### src/rtl/lcd_pkg.sv
// rtl/lcd_pkg.sv - shared types, init nibble ROM and command constants for lcd_seq
package lcd_pkg;

    typedef enum logic [3:0] {
        PWR_WAIT,
        INIT_SETUP,
        INIT_PULSE,
        INIT_WAIT_S,
        IDLE,
        HI_SETUP,
        HI_PULSE,
        GAP,
        LO_SETUP,
        LO_PULSE,
        POST_WAIT
    } lcd_state_t;

    localparam int         WAIT_W    = 20;
    localparam int         INIT_LEN  = 12;
    localparam logic [3:0] INIT_LAST = 4'(INIT_LEN - 1);
    localparam logic [7:0] CMD_CLEAR = 8'h01;
    localparam logic [7:0] CMD_HOME  = 8'h02;

    // Power-on nibble sequence: three 8-bit wake-ups, switch to 4-bit mode,
    // function set, entry mode, display on, clear.
    function automatic logic [3:0] init_nibble(input logic [3:0] idx);
        logic [3:0] nib;
        case (idx)
            4'd0:    nib = 4'h3;
            4'd1:    nib = 4'h3;
            4'd2:    nib = 4'h3;
            4'd3:    nib = 4'h2;
            4'd4:    nib = 4'h2;
            4'd5:    nib = 4'h8;
            4'd6:    nib = 4'h0;
            4'd7:    nib = 4'h6;
            4'd8:    nib = 4'h0;
            4'd9:    nib = 4'hC;
            4'd10:   nib = 4'h0;
            4'd11:   nib = 4'h1;
            default: nib = 4'h0;
        endcase
        return nib;
    endfunction

    // Clear and home need the long execution wait on the panel.
    function automatic logic is_slow_cmd(input logic rs, input logic [7:0] b);
        return !rs && (b == CMD_CLEAR || b == CMD_HOME);
    endfunction

endpackage

### src/rtl/lcd_timer.sv
// rtl/lcd_timer.sv - loadable 20-bit down-counter with zero flag
// Ports: clk, rst_n (async active-low), load/load_val (reload), zero (count==0).
module lcd_timer
    import lcd_pkg::*;
#(
    parameter logic [WAIT_W-1:0] RST_VAL = '0
) (
    input  logic              clk,
    input  logic              rst_n,
    input  logic              load,
    input  logic [WAIT_W-1:0] load_val,
    output logic              zero
);

    logic [WAIT_W-1:0] count;

    // Saturates at zero so a state that ignores the flag never wraps it.
    always_ff @(posedge clk or negedge rst_n) begin
        if (!rst_n) begin
            count <= RST_VAL;
        end else if (load) begin
            count <= load_val;
        end else if (count != '0) begin
            count <= count - 1'b1;
        end
    end

    assign zero = (count == '0);

endmodule

### src/rtl/lcd_seq.sv
// rtl/lcd_seq.sv - 4-bit character LCD init and byte write sequencer
// Ports: clk, rst_n (async active-low); req_valid/req_ready/req_rs/req_data byte
// request handshake; lcd_e/lcd_rs/lcd_rw/lcd_d panel bus; sf_e bus select;
// init_done after power-on sequence; busy whenever not IDLE.
module lcd_seq
    import lcd_pkg::*;
#(
    parameter int unsigned INIT_WAIT = 750000,
    parameter int unsigned NIB_HOLD  = 12,
    parameter int unsigned NIB_GAP   = 50,
    parameter int unsigned CMD_WAIT  = 2000,
    parameter int unsigned CLR_WAIT  = 82000
) (
    input  logic       clk,
    input  logic       rst_n,
    input  logic       req_valid,
    output logic       req_ready,
    input  logic       req_rs,
    input  logic [7:0] req_data,
    output logic       lcd_e,
    output logic       lcd_rs,
    output logic       lcd_rw,
    output logic       sf_e,
    output logic [3:0] lcd_d,
    output logic       init_done,
    output logic       busy
);

    localparam logic [WAIT_W-1:0] INIT_LD = WAIT_W'(INIT_WAIT - 1);
    localparam logic [WAIT_W-1:0] HOLD_LD = WAIT_W'(NIB_HOLD - 1);
    localparam logic [WAIT_W-1:0] GAP_LD  = WAIT_W'(NIB_GAP - 1);
    localparam logic [WAIT_W-1:0] CMD_LD  = WAIT_W'(CMD_WAIT - 1);
    localparam logic [WAIT_W-1:0] CLR_LD  = WAIT_W'(CLR_WAIT - 1);

    lcd_state_t        state;
    logic [3:0]        idx;
    logic [7:0]        byte_q;
    logic              rs_q;
    logic              tmr_load;
    logic [WAIT_W-1:0] tmr_val;
    logic              tmr_zero;

    lcd_timer #(.RST_VAL(INIT_LD)) u_timer (
        .clk      (clk),
        .rst_n    (rst_n),
        .load     (tmr_load),
        .load_val (tmr_val),
        .zero     (tmr_zero)
    );

    // The timer is reloaded on the same edge the FSM enters a timed state,
    // so every timed state lasts exactly (reload value + 1) cycles.
    always_comb begin
        tmr_load = 1'b0;
        tmr_val  = '0;
        case (state)
            INIT_SETUP, HI_SETUP, LO_SETUP: begin
                tmr_load = 1'b1;
                tmr_val  = HOLD_LD;
            end
            INIT_PULSE: begin
                tmr_load = tmr_zero;
                tmr_val  = (idx == INIT_LAST) ? CLR_LD : CMD_LD;
            end
            HI_PULSE: begin
                tmr_load = tmr_zero;
                tmr_val  = GAP_LD;
            end
            LO_PULSE: begin
                tmr_load = tmr_zero;
                tmr_val  = is_slow_cmd(rs_q, byte_q) ? CLR_LD : CMD_LD;
            end
            default: ;
        endcase
    end

    always_ff @(posedge clk or negedge rst_n) begin
        if (!rst_n) begin
            state     <= PWR_WAIT;
            idx       <= '0;
            byte_q    <= '0;
            rs_q      <= 1'b0;
            lcd_e     <= 1'b0;
            lcd_rs    <= 1'b0;
            lcd_d     <= '0;
            init_done <= 1'b0;
        end else begin
            case (state)
                PWR_WAIT: if (tmr_zero) begin
                    lcd_rs <= 1'b0;
                    lcd_d  <= init_nibble(idx);
                    state  <= INIT_SETUP;
                end
                INIT_SETUP: begin
                    lcd_e <= 1'b1;
                    state <= INIT_PULSE;
                end
                INIT_PULSE: if (tmr_zero) begin
                    lcd_e <= 1'b0;
                    state <= INIT_WAIT_S;
                end
                INIT_WAIT_S: if (tmr_zero) begin
                    if (idx == INIT_LAST) begin
                        init_done <= 1'b1;
                        state     <= IDLE;
                    end else begin
                        idx   <= idx + 4'd1;
                        lcd_d <= init_nibble(idx + 4'd1);
                        state <= INIT_SETUP;
                    end
                end
                IDLE: if (req_valid && init_done) begin
                    // Latch the request; the inputs are ignored until the next handshake.
                    rs_q   <= req_rs;
                    byte_q <= req_data;
                    lcd_rs <= req_rs;
                    lcd_d  <= req_data[7:4];
                    state  <= HI_SETUP;
                end
                HI_SETUP: begin
                    lcd_e <= 1'b1;
                    state <= HI_PULSE;
                end
                HI_PULSE: if (tmr_zero) begin
                    lcd_e <= 1'b0;
                    state <= GAP;
                end
                GAP: if (tmr_zero) begin
                    lcd_d <= byte_q[3:0];
                    state <= LO_SETUP;
                end
                LO_SETUP: begin
                    lcd_e <= 1'b1;
                    state <= LO_PULSE;
                end
                LO_PULSE: if (tmr_zero) begin
                    lcd_e <= 1'b0;
                    state <= POST_WAIT;
                end
                POST_WAIT: if (tmr_zero) begin
                    state <= IDLE;
                end
                default: state <= PWR_WAIT;
            endcase
        end
    end

    assign req_ready = (state == IDLE) && init_done;
    assign busy      = (state != IDLE);
    assign lcd_rw    = 1'b0;
    assign sf_e      = 1'b1;

endmodule

### config.mk
export PLATFORM = sky130hd
export DESIGN_NAME = lcd_seq
export DESIGN_NICKNAME = d
export VERILOG_FILES = /design/src/rtl/lcd_pkg.sv /design/src/rtl/lcd_timer.sv /design/src/rtl/lcd_seq.sv
export SDC_FILE = /design/constraint.sdc
export NUM_CORES = 1
export LEC_CHECK = 0
export CORE_UTILIZATION = 40
export DETAILED_ROUTE_END_ITERATION = 6
export SLEW_MARGIN = 20
export SYNTH_ARGS = -nofsm -noshare
export SYNTH_HDL_FRONTEND = slang
export SYNTH_SLANG_ARGS = --single-unit
export TNS_END_PERCENT = 5
### constraint.sdc
create_clock -name clk -period 2.4 [get_ports clk]
set_input_delay 0.24 -clock clk [delete_from_list [all_inputs] [get_ports clk]]
set_output_delay 0.24 -clock clk [all_outputs]
set_load 0.03 [all_outputs]
# Yosys cells after proc, flatten, opt, wreduce, memory -nomap -nowiden
# Memories as Yosys holds them, arrays and structs flattened.
# Cells that the tools add are included.
[totals]
register_bits = 44
romBits = 128
in_bits = 12
out_inout_bits = 11
elab_cells = 85
memories = 2
[op_classes]
add_sub_neg = 2
n_eq_ne = 24
mux = 26
n_bitwise = 1
reduce_logical = 21
[mem_list]
columns = ["memory", "words", "width", "rd", "rd_clocked_by_memory_dff", "write_ports", "line_no", "text"]
rows = [
  ["(name not given)", 16, 4, 1, 0, 0, "lcd_pkg.sv:28", "case (idx)"],
  ["(name not given)", 16, 4, 1, 0, 0, "lcd_pkg.sv:28", ""],
]
[ops]
columns = ["op", "count"]
rows = [
  ["$pmux W17 S4", 1],
  ["$mux W4", 13],
  ["$pmux W4 S11", 1],
  ["$mux W20", 2],
  ["$mux W17", 2],
  ["$logic_not A20 Y1", 1],
  ["$reduce_bool A20 Y1", 1],
  ["$sub A20 B1 Y20 const B", 1],
  ["$ne A2 B2 Y1 const B", 9],
  ["$eq A4 B3 Y1 const B", 4],
  ["$eq A4 B4 Y1 const B", 4],
  ["$pmux W4 S4", 1],
  ["$reduce_and A3 Y1", 3],
  ["$eq A4 B2 Y1 const B", 2],
  ["$eq A8 B1 Y1 const B", 1],
  ["$eq A8 B2 Y1 const B", 1],
  ["$reduce_and A8 Y1", 1],
  ["$pmux W1 S2", 3],
  ["$reduce_and A6 Y1", 1],
  ["$reduce_bool A2 Y1", 3],
  ["$reduce_or A3 Y1", 2],
  ["$add A4 B1 Y4 const B", 1],
  ["$eq A4 B1 Y1 const B", 1],
  ["$logic_not A4 Y1", 1],
  ["other kinds (10)", 14],
]

# Logic depth before layout (Yosys ltp)
# Gate-level depths: netlist of run 1.
[depth]
ltp_word = 6
depth_mapped = 9
mapped_depth_nobuf = 8

# Modules after synthesis
# From an unflattened synthesis of run 1, not the netlist that was laid out.
[unflattened]
cells_unflattened = 298
hier_area_um2 = 2812.7
[by_module_without_submodules]
columns = ["mod", "n_inst", "cells_per_inst", "area_each_um2", "seq_area_each_um2"]
rows = [
  ["lcd_seq", 1, 175, 1594.0, 600.6],
  ["lcd_timer", 1, 123, 1218.7, 516.7],
]

# Least setup slack after synthesis of run 1
# No wires, ideal clock.
[synth_timing]
path_type = "reg-to-reg"
from = "reg u_timer.count[0]"
to = "reg idx[1]"
setup_time_ps = 128
arrival_ps = 2281
required_time_ps = 2272
path_slack_ps = -9
path_stages_with_launch = 9
path_buffers = 1
synth_period_minus_slack_ps = 2409
cell_sequence = "dfstp_2 inv_1 ha_1 or4b_1 or3_1 buf_2 nor2_4 and3_1 mux2_1"
[synth_between]
elab_chain_cells = 2
[synth_rtl]
columns = ["item", "line_no", "text"]
rows = [
  ["start, declared", "lcd_timer.sv:15", "logic [WAIT_W-1:0] count;"],
  ["start signal, assigned", "lcd_timer.sv:22", "count <= load_val;"],
  ["start signal, assigned", "lcd_timer.sv:24", "count <= count - 1'b1;"],
  ["$logic_not A20 Y1", "lcd_timer.sv:28", "assign zero = (count == '0);"],
  ["$reduce_and A3 Y1 (no source line)", "n/a", ""],
  ["end signal, assigned", "lcd_seq.sv:107", "idx <= idx + 4'd1;"],
  ["end, declared", "lcd_seq.sv:36", "logic [3:0] idx;"],
]
# Every way passes these cells.
# A chain may end at the register's enable or synchronous reset.

# Final worst setup path of run 1
[layout_timing]
from = "reg u_timer.count[13]"
to = "reg u_timer.count[18]"
[layout_between]
elab_chain_cells = 3
word_cells_on_any_way = 7
cone_classes = "1 x add/sub; 3 x mux; 3 x reduce/logical"
[layout_rtl]
columns = ["item", "line_no"]
rows = [
  ["$sub A20 B1 Y20 / $logic_not A20 Y1 (equally long branches)", "lcd_timer.sv:24, lcd_timer.sv:28"],
  ["$mux W20 / $pmux W1 S2 (equally long branches)", "lcd_timer.sv:23, lcd_seq.sv:56"],
  ["$mux W20 / $reduce_bool A2 Y1 (equally long branches)", "n/a"],
]
# Several ways; a longest one is shown, not always the timed one. The select of a mux whose other input is x is not followed.

==> results.cfg, run 1 <==
[status]
status = finished, final reports clean

[drt]
ant_nets = 0
drtPass1Iterations = 5
dr_total_vias = 2585
wl_per_cell_um = 15.7
routed_wl_um = 7150
vias_per_cell = 5.67
drt_iter0_drc = 173
drc = 0

[cells_and_area]
fin_cells = 456
syn_to_final_growth_pct = 20.6
nets = 380
n_fill_cell = 671
antennaDiodeCount = 0
post-route-util_pct = 51.1
drive_gt1_share_pct = 23.3

[place]
numPortBuffers = 20
pre_cts_ws_ps = 66.0
gp_congestion = 0.858
dp_cells = 448
hpwl_um = 5360

[die]
die_height_um = 87.8
coreArea_mm2 = 0.00694
die_x_um = 87.8
die_area_mm2 = 0.00770
ios = 23
rows = 30
initial_utilization_pct = 42.4

[setup_path]
endpoint_kind = flip-flop
crit_fanout = 4
r2r_end = u_timer.count[18]$_DFFE_PN0P_
crit_chain = or3_4 > or4_4 > or3_1 > or4_1 > a21oi_1
r2r-start = u_timer.count[13]$_DFFE_PN1P_
crit_path_max_incr_delay_ps = 510
reg2reg_depth = 5
crit_path_top_delay_cell = or4_4
required_ps = 2620
start_kind = flip-flop
ff2ff_setup_slack_ps = 110
critical_path_class = flip-flop to flip-flop
arrival_ps = 2510

[clock_network]
cts_buffers = 5
cts-root-buf = clkbuf_8
clockBufferDepth = 2
htreeDepth = 2
ctsHoldBuffers = 0
clock_sinks = 44
post_cts_buffers = 0
clk_latency_ps = 300
cts_tree = yes
cts.reportedPaths.clkPinSlew_ps = 90

[synth]
ys_top_cells_by_area = dfrtp_1, dfstp_2, xnor2_1
netlist_area_mm2 = 0.00294
ys.flop_type = dfrtp_1
synth-edff-count = 0
syn_inst = 318
ys_types = 65
syn_avg_cell_area_um2 = 9.25
synth_largest_area_cell = dfrtp_1
yosysWarnings = 0
synth.top_cell.area_share_pct = 26.4
synthArstFlopShare_pct = 100
yosysSeqAreaShare_pct = 38.0
synth_nets = 339
ys_ff_latch = 44

[power_and_ir_drop]
p_int_mw = 1.07
ir_worst_vdd_mv = 0.222
power.switching_uw = 280
pwr_density_cell_mw_per_mm2 = 380
p_leak_nw = 1.54
p_total_mw = 1.35
p_seq_share_pct = 55.0
comb_power_share_pct = 2.9
netSwitchingFraction_pct = 20.8
clock_power_share_pct = 42.1

[sta]
fin_crit_sh_pct = 95.4
timing.final.ws_setup_ps = 110
fin_crit_ps = 2290
slew_headroom_pct = 38.7
fmax_mhz = 437
setup_viol = 0
hold_viol = 0
drv_slew = 0
fin_worst_skew_ps = 5.99
tightest_slew_ps = 920

[global_route]
grt_pass1_vias = 2479
grt_pass1_wl_um = 12400
track_usage_pct = 20.6
grt_max_degree = 43
antenna_found_initial = 0
overflow = 0

[run]
cap_violations = 0

[min_path]
hp-class = input pin to asynchronous set/reset pin
==> sequential cells by signal (all words and copies together), names as in the netlist <==
signal / cells
byte_q: 8
rs_q: 1
lcd_d: 4
lcd_rs: 1
init_done: 1
u_timer.count: 20
state: 4
lcd_e: 1
idx: 4
==> through the flow <==
stage | hold slack, ps | setup TNS (ps) | instance area (um2)
2_1_floorplan | -55.6 | 0 | 2950
3_3_place_gp | 438 | 0 | 3410
3_5_place_dp | 449 | 0 | 3410
4_1_cts | 126 | 0 | 3520
5_1_grt | 168 | -3.88 | 3550
6_report | 74.0 | 0 | 3550
==> power by group through the flow <==
stage / Combinational (mW) / Clock (mW) / Sequential, mW
6_report: 0.0396 / 0.568 / 0.742
5_1_grt: 0.0451 / 0.613 / 0.742
4_1_cts: 0.0416 / 0.588 / 0.742
3_5_place_dp: 0.0415 / 0 / 0.756
3_3_place_gp: 0.0409 / 0 / 0.756
2_1_floorplan: 0.00755 / 0 / 0.756
==> routing by layer <==
layer	track usage [%]	vias up	part of all wire (%)
met4	4.62	0	1.1
met3	2.54	12	4.3
met1	31.4	1243	51
met5	0	-	0
li1	-	1248	-
met2	30.9	82	44
==> cell type report <==
type	instances	area, um2	area share [%]
multi-input cells	242	1730	48.6
flip-flops and latches	44	1120	31.5
repair buffers	50	417	11.7
well taps	96	120	3.39
clock buffers	6	72.6	2.05
inverters	16	60.1	1.69
clock inverters	2	35.0	0.987
==> worst max-delay path, delay by kind of cell, from the launching register on <==
kind            cells  cell delay (ps)
flops               1              390
compound gates      1              160
simple gates        4             1660
==> synth_stat cells, drive strengths merged, types with 6 or more instances <==
master,instances
dfrtp,31
inv,16
or3,6
ha,9
nor4,9
clkbuf,9
nand2,26
a21oi,19
xnor2,17
mux2,14
nor3,13
buf,7
xor2,6
dfstp,13
nor2,21
o21ai,20
==> placed cells by master (no fill, tap or decap), types with 5 or more instances in the layout <==
master            n
dfstp_2          13
nand2_1          26
xor2_1            6
dfrtp_1          30
nor3_1           11
xnor2_1          17
o21ai_0          20
a21oi_1          19
ha_1              9
buf_4            31
mux2_2           13
clkdlybuf4s50_1  17
nor2_1           19
nor4_1            8
inv_1            16
clkbuf_8          5
==> how the worst max path moves through the flow <==
stage / start / slack [ps] / end / cells past startpoint
2_1_floorplan: u_timer.count[0]$_DFFE_PN1P_ / 20 / idx[1]$_DFFE_PN0P_ / 8
3_3_place_gp: u_timer.count[0]$_DFFE_PN1P_ / 110 / idx[1]$_DFFE_PN0P_ / 7
3_5_place_dp: u_timer.count[1]$_DFFE_PN1P_ / 70 / idx[1]$_DFFE_PN0P_ / 7
4_1_cts: u_timer.count[1]$_DFFE_PN1P_ / 60 / idx[1]$_DFFE_PN0P_ / 7
5_1_grt: u_timer.count[1]$_DFFE_PN1P_ / -4 / state[2]$_DFFE_PN0P_ / 8
6_report: u_timer.count[13]$_DFFE_PN1P_ / 110 / u_timer.count[18]$_DFFE_PN0P_ / 5
==> logic make-up after synthesis <==
| kind of cell | after synthesis | synth area share (%) |
|---|---|---|
| buffers and inverters | 32 | 4.46 |
| AO/OA/AOI/OAI | 85 | 19.9 |
| flip-flops | 44 | 38.0 |
| multiplexers | 15 | 5.70 |
| adder cells (fa/ha/maj) | 9 | 3.83 |
| AND/OR/NAND/NOR | 106 | 19.6 |
| other | 2 | 0.255 |
| XOR/XNOR | 25 | 8.38 |
==> timing repair <==
item,4_1_cts,5_1_grt
gates resized for setup,1,6
gates cloned,0,0
pin swaps,0,0
setup endpoints to repair,1,27
Power figures use the tool's default switching activity.
==> run 2: changes to the inputs <==
- ABC_CLOCK_PERIOD_IN_PS: default -> 2400
- DONT_BUFFER_PORTS: default -> 1
- RECOVER_POWER: default -> 50
==> results.cfg, run 2 (synthesized netlist as in run 1, its figures left out) <==
[global_route]
grt_pass1_vias = 2370
grt_max_degree = 45
track_usage_pct = 19.9
antenna_found_initial = 0
grt_pass1_wl_um = 11900
overflow = 0

[setup_path]
required_ps = 2620
start_kind = flip-flop
crit_fanout = 5
endpoint_kind = flip-flop
critical_path_class = flip-flop to flip-flop
arrival_ps = 2530

[cells_and_area]
regMostFlops = u_timer.count
largestRegisters = u_timer.count x20, byte_q x8
drive_gt1_share_pct = 22.5
syn_to_final_growth_pct = 13.3
final_cell_mix = dfrtp_1, buf_4, nand2_1, o21ai_0
largest_reg_flops = 20
final_area_mm2 = 0.00333
antennaDiodeCount = 0
nets = 358
layout_commonest_cell = dfrtp_1
post-route-util_pct = 48.0

[clock_network]
clk_latency_ps = 310
htreeDepth = 2
clock_sinks = 44
clockBufferDepth = 2
cts-root-buf = clkbuf_8
cts_tree = yes
cts_buffers = 5
cts.reportedPaths.clkPinSlew_ps = 100

[die]
rows = 30
die_x_um = 87.8
coreArea_mm2 = 0.00694
initial_utilization_pct = 42.4
die_area_mm2 = 0.00770
die_height_um = 87.8
ios = 23

[power_and_ir_drop]
comb_power_share_pct = 1.5
p_leak_nw = 1.46
p_int_mw = 1.09
netSwitchingFraction_pct = 22.0
pwr_density_cell_mw_per_mm2 = 417
clock_power_share_pct = 45.1
power.switching_uw = 306
ir_worst_vdd_mv = 0.304
p_seq_share_pct = 53.3

[drt]
wl_per_cell_um = 16.4
vias_per_cell = 5.81
drc = 0
drtPass1Iterations = 5
routed_wl_um = 7110
dr_total_vias = 2521
ant_nets = 0
drt_iter0_drc = 169

[place]
place_area_mm2 = 0.00319
gp_congestion = 0.832
numPortBuffers = 0
hpwl_um = 5140
pre_cts_ws_ps = 84.6

[sta]
timing.final.ws_setup_ps = 92.4
fin_crit_sh_pct = 96.2
tightest_slew_ps = 1130
fin_tns_setup_ps = 0
setup_viol = 0
rsz0062_at_grt = no
fmax_mhz = 433
fin_crit_ps = 2310
fin_worst_skew_ps = 17.0
slew_headroom_pct = 24.7
hold_viol = 0
drv_slew = 0

[run]
cap_violations = 0

[min_path]
hp-class = input pin to flip-flop

[status]
status = finished, final reports clean
-- run 2: changes by cell type in the layout (fill, tap and decap cells not counted), sizes merged --
| cell | previous run | this run |
|---|---|---|
| clkbuf | 6 | 7 |
| buf | 32 | 26 |
| dlygate4sd3 | 0 | 1 |
| dlygate4sd2 | 1 | 0 |
| clkdlybuf4s50 | 17 | 0 |
-- run 2: worst max-delay path: stages (launching register included) --
cell     delay, ps
dfrtp_1        440
or3_4          370
or4_4          500
or3_1          340
or4_1          410
a21oi_1        150
-- run 2: worst paths after layout --
path | to | start | slack (ps) | cells after the start
min in group asynchronous | u_timer.count[4]$_DFFE_PN0P_ | rst_n | 700 | 2
setup / recovery | u_timer.count[18]$_DFFE_PN0P_ | u_timer.count[11]$_DFFE_PN0P_ | 90 | 5
setup reg to reg | u_timer.count[18]$_DFFE_PN0P_ | u_timer.count[11]$_DFFE_PN0P_ | 90 | 5
hold / removal | lcd_rs$_DFFE_PN0P_ | req_rs | 50 | 1
max in group asynchronous | state[3]$_DFFE_PN0P_ | rst_n | 1000 | 2
hold reg to reg | byte_q[4]$_DFFE_PN0P_ | byte_q[4]$_DFFE_PN0P_ | 520 | 1
-- run 2: through the flow --
stage	std cells	hold WS, ps	total power, mW
2_1_floorplan	318	-55.6	0.763
3_3_place_gp	424	-54.7	0.761
3_5_place_dp	424	-55.0	0.761
4_1_cts	434	43.6	1.41
5_1_grt	434	37.6	1.43
6_report	434	53.0	1.39
-- run 2: final cells by class --
| class | count | area (um2) |
|---|---|---|
| fillers | 660 | 3610 |
| inverters | 16 | 60.1 |
| clock inverters | 2 | 38.8 |
| clock buffers | 6 | 82.6 |
| well taps | 96 | 120 |
| multi-input cells | 242 | 1710 |
| flip-flops and latches | 44 | 1120 |
| repair buffers | 28 | 210 |
-- run 2: what timing repair did --
item | 4_1_cts | 5_1_grt
endpoints found under the hold margin | 44 | 0
hold buffers | 2 | 0
buffers inserted | 0 | 0
gates resized for setup | 0 | 2
setup endpoints to repair | 0 | 4
-- run 2: layer usage --
metal	global-route usage [%]	vias to the layer above	routed length, um
met4	5.81	0	88
met3	2.73	11	376
met1	30.4	1217	3520
met2	29.1	91	3130
li1	-	1202	-
met5	0	-	0
-- run 2: power by group through the flow --
stage | sequential (mW) | clock, mW | combinational (mW)
after floorplan | 0.756 | 0 | 0.00755
after global placement | 0.756 | 0 | 0.00502
after detailed placement | 0.756 | 0 | 0.00502
after CTS | 0.742 | 0.642 | 0.0279
after global routing | 0.742 | 0.667 | 0.0249
final | 0.742 | 0.628 | 0.0213
